$ cat src/rtl/two_col_psum_accumulator.sv
// Two-column partial-sum accumulator with show-ahead output FIFO and early feeder stall.
// Optional macro PSUM_SATURATE_EN: saturating column adds plus a per-entry out_sat flag.
module two_col_psum_accumulator #(
  parameter int IN_DW      = 21,
  parameter int ACC_DW     = 32,
  parameter int CNT_W      = 16,
  parameter int FIFO_DEPTH = 8,
  parameter int MAC_LAT    = 4
) (
  input  logic                  clk,
  input  logic                  rst,
  input  logic                  cfg_start,
  input  logic [CNT_W-1:0]      cfg_k_iter,
  input  logic [CNT_W-1:0]      cfg_num_out,
  input  logic                  in_vld,
  input  logic [2*IN_DW-1:0]    in_dat,
  output logic                  in_stall,
  output logic                  out_vld,
  input  logic                  out_rdy,
  output logic [2*ACC_DW-1:0]   out_dat,
  output logic                  out_last,
  output logic                  busy,
  output logic                  done,
`ifdef PSUM_SATURATE_EN
  output logic                  out_sat,
`endif
  output logic                  err
);

  localparam int PTR_W    = $clog2(FIFO_DEPTH);
  localparam int FCNT_W   = PTR_W + 1;
  localparam int STALL_TH = FIFO_DEPTH - MAC_LAT - 1;
`ifdef PSUM_SATURATE_EN
  localparam int ENT_W    = 2*ACC_DW + 2;
`else
  localparam int ENT_W    = 2*ACC_DW + 1;
`endif

  typedef enum logic [1:0] {
    IDLE  = 2'd0,
    ACCUM = 2'd1,
    DRAIN = 2'd2
  } state_t;

  state_t             state_q, state_d;
  logic [CNT_W-1:0]   k_iter_q, k_iter_d;
  logic [CNT_W-1:0]   num_out_q, num_out_d;
  logic [CNT_W-1:0]   k_cnt_q, k_cnt_d;
  logic [CNT_W-1:0]   out_cnt_q, out_cnt_d;
  logic [ACC_DW-1:0]  acc0_q, acc0_d;
  logic [ACC_DW-1:0]  acc1_q, acc1_d;
  logic               err_q, err_d;
  logic               done_q, done_d;
  logic               stall_q, stall_d;
  logic [PTR_W-1:0]   wr_ptr_q, wr_ptr_d;
  logic [PTR_W-1:0]   rd_ptr_q, rd_ptr_d;
  logic [FCNT_W-1:0]  fcnt_q, fcnt_d;
  logic [ENT_W-1:0]   mem_q [FIFO_DEPTH];

  logic [ACC_DW-1:0]  ext0, ext1, sum0, sum1;
  logic               push, push_last, wr_en, pop, fifo_full;
  logic [ENT_W-1:0]   wr_entry, head;

`ifdef PSUM_SATURATE_EN
  logic sat_acc_q, sat_acc_d;
  logic sat0, sat1, sat_run;

  // Returns {saturated, value}; overflow is detected on the extra sign bit.
  function automatic logic [ACC_DW:0] add_sat(input logic [ACC_DW-1:0] a,
                                               input logic [ACC_DW-1:0] b);
    logic [ACC_DW:0] w;
    w = {a[ACC_DW-1], a} + {b[ACC_DW-1], b};
    if (w[ACC_DW] != w[ACC_DW-1])
      return {1'b1, w[ACC_DW], {(ACC_DW-1){~w[ACC_DW]}}};
    return {1'b0, w[ACC_DW-1:0]};
  endfunction
`endif

  // Column datapath: the first chunk of a point loads, later chunks add.
  always_comb begin
    ext0 = ACC_DW'($signed(in_dat[IN_DW-1:0]));
    ext1 = ACC_DW'($signed(in_dat[2*IN_DW-1:IN_DW]));
`ifdef PSUM_SATURATE_EN
    {sat0, sum0} = add_sat(acc0_q, ext0);
    {sat1, sum1} = add_sat(acc1_q, ext1);
    sat_run      = sat_acc_q | sat0 | sat1;
    if (k_cnt_q == '0) begin
      sum0    = ext0;
      sum1    = ext1;
      sat_run = 1'b0;
    end
`else
    if (k_cnt_q == '0) begin
      sum0 = ext0;
      sum1 = ext1;
    end else begin
      sum0 = acc0_q + ext0;
      sum1 = acc1_q + ext1;
    end
`endif
  end

  assign out_vld   = (fcnt_q != '0);
  assign pop       = out_vld & out_rdy;
  assign fifo_full = (fcnt_q == FCNT_W'(FIFO_DEPTH));
  assign wr_en     = push & ~fifo_full;

  always_comb begin
    state_d   = state_q;
    k_iter_d  = k_iter_q;
    num_out_d = num_out_q;
    k_cnt_d   = k_cnt_q;
    out_cnt_d = out_cnt_q;
    acc0_d    = acc0_q;
    acc1_d    = acc1_q;
    err_d     = err_q;
    done_d    = 1'b0;
    push      = 1'b0;
    push_last = 1'b0;
`ifdef PSUM_SATURATE_EN
    sat_acc_d = sat_acc_q;
`endif

    case (state_q)
      IDLE: begin
        if (cfg_start) begin
          k_iter_d  = (cfg_k_iter == '0) ? CNT_W'(1) : cfg_k_iter;
          num_out_d = cfg_num_out;
          k_cnt_d   = '0;
          out_cnt_d = '0;
          err_d     = 1'b0;
          state_d   = (cfg_num_out == '0) ? DRAIN : ACCUM;
        end
        if (in_vld)
          err_d = 1'b1;
      end

      ACCUM: begin
        if (in_vld) begin
          acc0_d = sum0;
          acc1_d = sum1;
`ifdef PSUM_SATURATE_EN
          sat_acc_d = sat_run;
          if ((k_cnt_q != '0) && (sat0 | sat1))
            err_d = 1'b1;
`endif
          if (k_cnt_q == k_iter_q - CNT_W'(1)) begin
            push      = 1'b1;
            push_last = (out_cnt_q == num_out_q - CNT_W'(1));
            k_cnt_d   = '0;
            out_cnt_d = out_cnt_q + CNT_W'(1);
            if (push_last)
              state_d = DRAIN;
          end else begin
            k_cnt_d = k_cnt_q + CNT_W'(1);
          end
        end
      end

      DRAIN: begin
        if (in_vld)
          err_d = 1'b1;
        if (fcnt_q == '0) begin
          done_d  = 1'b1;
          state_d = IDLE;
        end
      end

      default: state_d = IDLE;
    endcase

    // A completed pair arriving at a full FIFO is lost, never overwritten.
    if (push && fifo_full)
      err_d = 1'b1;
  end

`ifdef PSUM_SATURATE_EN
  assign wr_entry = {sat_run, push_last, sum1, sum0};
`else
  assign wr_entry = {push_last, sum1, sum0};
`endif

  always_comb begin
    wr_ptr_d = wr_ptr_q;
    rd_ptr_d = rd_ptr_q;
    fcnt_d   = fcnt_q;
    if (wr_en)
      wr_ptr_d = wr_ptr_q + PTR_W'(1);
    if (pop)
      rd_ptr_d = rd_ptr_q + PTR_W'(1);
    case ({wr_en, pop})
      2'b10:   fcnt_d = fcnt_q + FCNT_W'(1);
      2'b01:   fcnt_d = fcnt_q - FCNT_W'(1);
      default: fcnt_d = fcnt_q;
    endcase
    // Threshold leaves room for the registered delay plus MAC_LAT in-flight sums.
    stall_d = (fcnt_q >= FCNT_W'(STALL_TH));
  end

  always_ff @(posedge clk) begin
    if (rst) begin
      state_q   <= IDLE;
      k_iter_q  <= '0;
      num_out_q <= '0;
      k_cnt_q   <= '0;
      out_cnt_q <= '0;
      acc0_q    <= '0;
      acc1_q    <= '0;
      err_q     <= 1'b0;
      done_q    <= 1'b0;
      stall_q   <= 1'b0;
      wr_ptr_q  <= '0;
      rd_ptr_q  <= '0;
      fcnt_q    <= '0;
`ifdef PSUM_SATURATE_EN
      sat_acc_q <= 1'b0;
`endif
    end else begin
      state_q   <= state_d;
      k_iter_q  <= k_iter_d;
      num_out_q <= num_out_d;
      k_cnt_q   <= k_cnt_d;
      out_cnt_q <= out_cnt_d;
      acc0_q    <= acc0_d;
      acc1_q    <= acc1_d;
      err_q     <= err_d;
      done_q    <= done_d;
      stall_q   <= stall_d;
      wr_ptr_q  <= wr_ptr_d;
      rd_ptr_q  <= rd_ptr_d;
      fcnt_q    <= fcnt_d;
`ifdef PSUM_SATURATE_EN
      sat_acc_q <= sat_acc_d;
`endif
    end
  end

  always_ff @(posedge clk) begin
    if (wr_en)
      mem_q[wr_ptr_q] <= wr_entry;
  end

  // Storage is not reset, so the head is masked whenever the FIFO is empty.
  assign head     = mem_q[rd_ptr_q];
  assign out_dat  = out_vld ? head[2*ACC_DW-1:0] : '0;
  assign out_last = out_vld & head[2*ACC_DW];
`ifdef PSUM_SATURATE_EN
  assign out_sat  = out_vld & head[2*ACC_DW+1];
`endif

  assign in_stall = stall_q & (state_q != IDLE);
  assign busy     = (state_q != IDLE);
  assign done     = done_q;
  assign err      = err_q;

endmodule

$ cat config.mk
export PLATFORM = sky130hd
export DESIGN_NAME = two_col_psum_accumulator
export DESIGN_NICKNAME = d
export VERILOG_FILES = /design/src/rtl/two_col_psum_accumulator.sv
export SDC_FILE = /design/constraint.sdc
export NUM_CORES = 1
export LEC_CHECK = 0
export CORE_ASPECT_RATIO = 1.4
export CORE_MARGIN = 5
export CORE_UTILIZATION = 60
export CTS_CLUSTER_DIAMETER = 40
export DETAILED_ROUTE_END_ITERATION = 7
export PLACE_DENSITY = 0.79
export SLEW_MARGIN = 5
export SYNTH_ARGS = -nofsm -noshare
export SYNTH_HDL_FRONTEND = slang
export SYNTH_SLANG_ARGS = --single-unit
$ cat constraint.sdc
create_clock -name clk -period 21.6 [get_ports clk]
set_clock_uncertainty 0.05 [all_clocks]
set_input_delay 2.16 -clock clk [delete_from_list [all_inputs] [get_ports clk]]
set_output_delay 2.16 -clock clk [all_outputs]
set_load 0.03 [all_outputs]
==> flow_summary.ini, run 1 <==
[logic_synthesis]
ys.flop_type = edfxtp_1
ys_async_sr_fraction = 0
seq_area_frac_synth = 0.609
synth_area_per_cell_um2 = 13.4
synth.distinct_cells = 78
synth_warnings = 0
syn_inst = 2264
synth_nets = 2417
synth-seq-cells = 666
synth-edff-count = 520
synth_area_mm2 = 0.0304

[cells_and_area]
area_delta_synth_final_pct = 14.4
fin_area_mm2 = 0.0348
layout_commonest_cell = edfxtp_1
drive_gt1_frac = 0.128
nets = 2545
fin_util = 0.695
layout_common_cells = edfxtp_1, nor2_1, nand2_1

[placed_design]
dp_slack_ps = 15030
globalplace.congestion = 0.882
dp_hpwl_um = 43900
place_area_mm2 = 0.0325
numPortBuffers = 148

[global_routing]
grt_pass1_wl_um = 113000
grt_antenna_before_repair = 8
grt_max_degree = 80
grt_pass1_vias = 20491
grt_overflow = 0
grt_usage = 0.258

[sta]
drv_slew = 0
max_slew_margin = 0.222
setup_viol = 0
finalCritPeriodShare = 0.299
fin_tns_setup_ps = 0
hold_violations = 0
rsz0062_at_grt = false
max_freq_mhz = 155
period_needed_ps = 6460
tightest_slew_ps = 1150
worst_slack_ps = 15140

[critical_path]
cp_max_fo = 74
required_ps = 19390
criticalPathCategory = flip-flop to output port
crit_path_start_kind = flip-flop
critPathArrivalTime_ps = 4250
end_kind = output port

[die]
num_rows = 97
core_mm2 = 0.0501
chipWidth_um = 200
ios = 149
die_h_um = 276
start_util = 0.607
design.die.area_mm2 = 0.0554

[cts]
clock_latency_ps = 590
cts_tree = done
cts_buffer_depth = 3
cts.sinks = 666
root_buffer = clkbuf_16
clk_pin_slew_ps = 70
htreeDepth = 3
numCtsBuffers = 67
ctsResizeCount = 0
cts_hold_buf = 0
cts_setup_buffers = 0

[routing]
viasPerCell = 6.40
via_count = 19778
wl_um = 72000
firstDrtPassIters = 6
ant_nets = 0
drc = 0
wl_met2_um = 36800
wl_met1_um = 26700
met3_length_um = 5300
avgRoutedWirePerCell_um = 23.3
highest_layer = met5
initialDrtViolationCount = 1656

[power_and_ir_drop]
finalPower_mw = 2.82
power.leakage_nw = 11.7
ir_drop_mv = 0.0768
power_per_cell_area_mw_per_mm2 = 81.0

[worst_hold_path]
hold_path.class = flip-flop to flip-flop

[job]
drv_cap = 0

[outcome]
status = completed
[cells by family (layout without fill, tap and decap cells)]
| group | after synthesis | in the layout | synth area share |
|---|---|---|---|
| DFF | 666 | 666 | 0.609 |
| xor gates and xnor gates | 100 | 100 | 0.0288 |
| muxes | 211 | 211 | 0.123 |
| buffers and inverters | 158 | 339 | 0.0198 |
| adders and majority gates | 74 | 74 | 0.0309 |
| and+or+nand+nor | 653 | 653 | 0.102 |
| other | 0 | 4 | 0 |
| AOI/OAI and AO/OA | 402 | 402 | 0.0858 |
[synthesized netlist by cell type (14+ instances only)]
cell	instances	share of area
or3_1	16	0.0033
clkbuf_1	78	0.0096
nor3_1	45	0.0074
mux2i_1	75	0.025
ha_1	72	0.030
a211oi_1	15	0.0037
nand2_1	189	0.023
xnor2_1	60	0.017
a31oi_1	22	0.0045
nand3_1	41	0.0067
o21a_1	14	0.0035
mux4_2	130	0.096
nor2_1	208	0.026
nand2b_1	16	0.0033
dfxtp_1	146	0.096
inv_1	41	0.0051
xor2_1	40	0.012
a21o_1	35	0.0086
edfxtp_1	520	0.51
buf_1	36	0.0044
a21oi_1	128	0.021
nor4_1	21	0.0043
o21ai_0	75	0.012
and3_1	19	0.0039
nand4_1	18	0.0037
[final cells by class]
type / instances / area, um^2
Sequential cell: 666 / 18500
Fill cell: 3297 / 15300
Multi-Input combinational cell: 1440 / 11300
Clock buffer: 86 / 1830
Timing Repair Buffer: 176 / 1690
Tap cell: 643 / 805
Clock inverter: 36 / 430
Inverter: 41 / 154
Antenna cell: 4 / 10.0
[registers in the layout, indices dropped and copies added (netlist names), named ones only]
signal	flops
out_cnt_q	16
acc1_q	32
err	1
acc0_q	32
stall_q	1
done	1
wr_ptr_q	3
k_cnt_q	16
fcnt_q	4
k_iter_q	16
rd_ptr_q	3
mem_q	520
num_out_q	16
state_q	2
[metrics by stage]
stage	hold WS, ps	std cells
2_1_floorplan	386	2264
3_3_place_gp	398	2966
3_5_place_dp	406	2966
4_1_cts	415	3088
5_1_grt	450	3089
6_report	414	3092
[critical path: stages, from the launching register on]
cell and delay (ps):
dfxtp_4 890, buf_4 1010, mux4_2 430, mux2i_1 550, nor2_1 90, clkdlybuf4s50_1 630
[final timing paths]
check / startpoint / cells past startpoint / end / slack (ps)
setup reg to reg: k_iter_q[0] / 11 / mem_q[6][58] / 15930
setup / recovery: flip-flop / 5 / out_dat[18] / 15140
hold / removal: acc1_q[15] / 2 / acc1_q[15] / 410
hold reg to reg: acc1_q[15] / 2 / acc1_q[15] / 410
[power by group]
part / switching, mW / internal [mW] / leakage (nW) / total, mW
Combinational: 0.138 / 0.0804 / 4.76 / 0.219
Sequential: 0.0106 / 1.41 / 5.88 / 1.42
Clock: 0.500 / 0.685 / 1.10 / 1.18
[routing by layer]
layer  vias up  GRT usage
li1       8966          -
met5         -          0
met3       186     0.0478
met1      9759      0.312
met4        10      0.110
met2       857      0.456
(Power assumes the default switching activity.)
==> run 2: changes to the inputs <==
Settings changed: CORE_UTILIZATION 60 to 55, PLACE_DENSITY 0.79 to 0.77.
Clock period 21.6 ns to 5.31 ns, I/O delays scaled along.
==> run 2 against run 1 <==
Against the previous run:
- hold slack got worse by 4.0 ps
- flip-flop and latch count unchanged
- via count decreased by 0.59%
- highest routed layer unchanged
==> flow_summary.ini, run 2 (synthesis gave the netlist of run 1 again) <==
[outcome]
status = completed

[cts]
root_buffer = clkbuf_16
clock_latency_ps = 580
cts_tree = done
numCtsBuffers = 66
cts_setup_buffers = 0
ctsResizeCount = 0
cts_hold_buf = 0
htreeDepth = 3
cts_buffer_depth = 3
cts.sinks = 666
clk_pin_slew_ps = 60

[placed_design]
numPortBuffers = 148
dp.cells = 3055
place_area_mm2 = 0.0329
dp_slack_ps = 405
dp_hpwl_um = 45300
globalplace.congestion = 0.879

[cells_and_area]
register_area_mm2 = 0.0185
multi_input_area_mm2 = 0.0114
area_delta_synth_final_pct = 15.0
max_flop_register = mem_q
fin_util = 0.635
drive_gt1_frac = 0.128
nets = 2548
fin_area_mm2 = 0.0350
largest_reg_flops = 520
layout_commonest_cell = edfxtp_1
layout_common_cells = edfxtp_1, nor2_1, nand2_1
fillers = 4035
top_regs = mem_q: 520 flops, acc0_q: 32 flops, acc1_q: 32 flops
instances_no_fill = 3181

[critical_path]
cp_max_fo = 10
crit_path_start_kind = flip-flop
critPathArrivalTime_ps = 5230
r2r_end = fcnt_q[2]
rr_worst_depth = 17
criticalPathCategory = flip-flop to flip-flop
required_ps = 5770
end_kind = flip-flop
regToRegStartpoint = k_iter_q[0]
reg2reg_slack_ps = 540

[sta]
period_needed_ps = 4770
hold_violations = 0
drv_slew = 0
fin_tns_setup_ps = 0
finalCritPeriodShare = 0.899
max_slew_margin = 0.169
setup_viol = 0
max_freq_mhz = 210
whs_ps = 410
rsz0062_at_grt = false
worst_slack_ps = 537
tightest_slew_ps = 1250

[routing]
avgRoutedWirePerCell_um = 23.0
viasPerCell = 6.18
via_count = 19662
ant_nets = 0
wl_um = 73300
firstDrtPassIters = 5
drc = 0
initialDrtViolationCount = 1761

[die]
core_mm2 = 0.0551
ios = 149
chipWidth_um = 209
design.die.area_mm2 = 0.0602
start_util = 0.552
num_rows = 102
die_h_um = 288

[global_routing]
grt_pass1_vias = 20234
grt_usage = 0.241
grt_overflow = 0
grt_pass1_wl_um = 114000
grt_antenna_before_repair = 9
grt_max_degree = 80

[power_and_ir_drop]
finalPower_mw = 11.2
power.leakage_nw = 11.7
ir_drop_mv = 0.364
power_per_cell_area_mw_per_mm2 = 321

[worst_hold_path]
holdPathStages = 2
hold_path_startpoint = acc1_q[8]
min_to = acc1_q[8]
hold_path.class = flip-flop to flip-flop

[job]
drv_cap = 0
-- run 2: cell count changes in the layout (fill, tap and decap cells not counted), sizes merged --
cell,delta
buf,+4
bufinv,-2
clkbuf,-5
clkinv,+9
clkinvlp,+1
diode,+3
inv,-6
-- run 2: final cells by class --
class / count / share of cell area
flip-flops and latches: 666 / 0.530
well taps: 728 / 0.0260
clock inverters: 38 / 0.0106
diodes: 7 / 0.000500
repair buffers: 180 / 0.0530
clock buffers: 81 / 0.0503
inverters: 41 / 0.00440
multi-input cells: 1440 / 0.325
-- run 2: where the power goes --
part	switching (mW)	total [mW]	internal [mW]
Sequential	0.0435	5.76	5.72
Clock	1.98	4.57	2.59
Combinational	0.564	0.893	0.330
-- run 2: worst max-delay path: stages, from the launching register on --
cell	delay, ps
dfxtp_1	390
inv_1	60
ha_1	320
xnor2_1	130
or3_1	370
a2111oi_0	650
nand4_1	420
nor4b_4	340
buf_4	210
and2_0	310
inv_1	120
ha_1	280
xor2_1	170
ha_1	190
a21oi_1	150
xor2_1	100
or3_1	310
a21oi_1	140
-- run 2: how the worst max path moves through the flow --
stage                      from           end  slack (ps)  depth (start not counted)
global route        k_iter_q[0]     fcnt_q[2]         340                         17
CTS                 k_iter_q[0]     fcnt_q[2]         580                         17
global placement      in_dat[0]  mem_q[0][30]         690                         13
floorplan           k_iter_q[0]   mem_q[4][0]        -890                         11
detailed placement    in_dat[0]  mem_q[0][30]         410                         13
finish              k_iter_q[0]     fcnt_q[2]         540                         17
-- run 2: per-layer routing --
layer	track usage	vias up	routed length, um
met5	0	-	27
met4	0.0979	4	2800
met3	0.0460	160	5100
met2	0.425	782	37800
met1	0.293	9732	27500
li1	-	8984	-
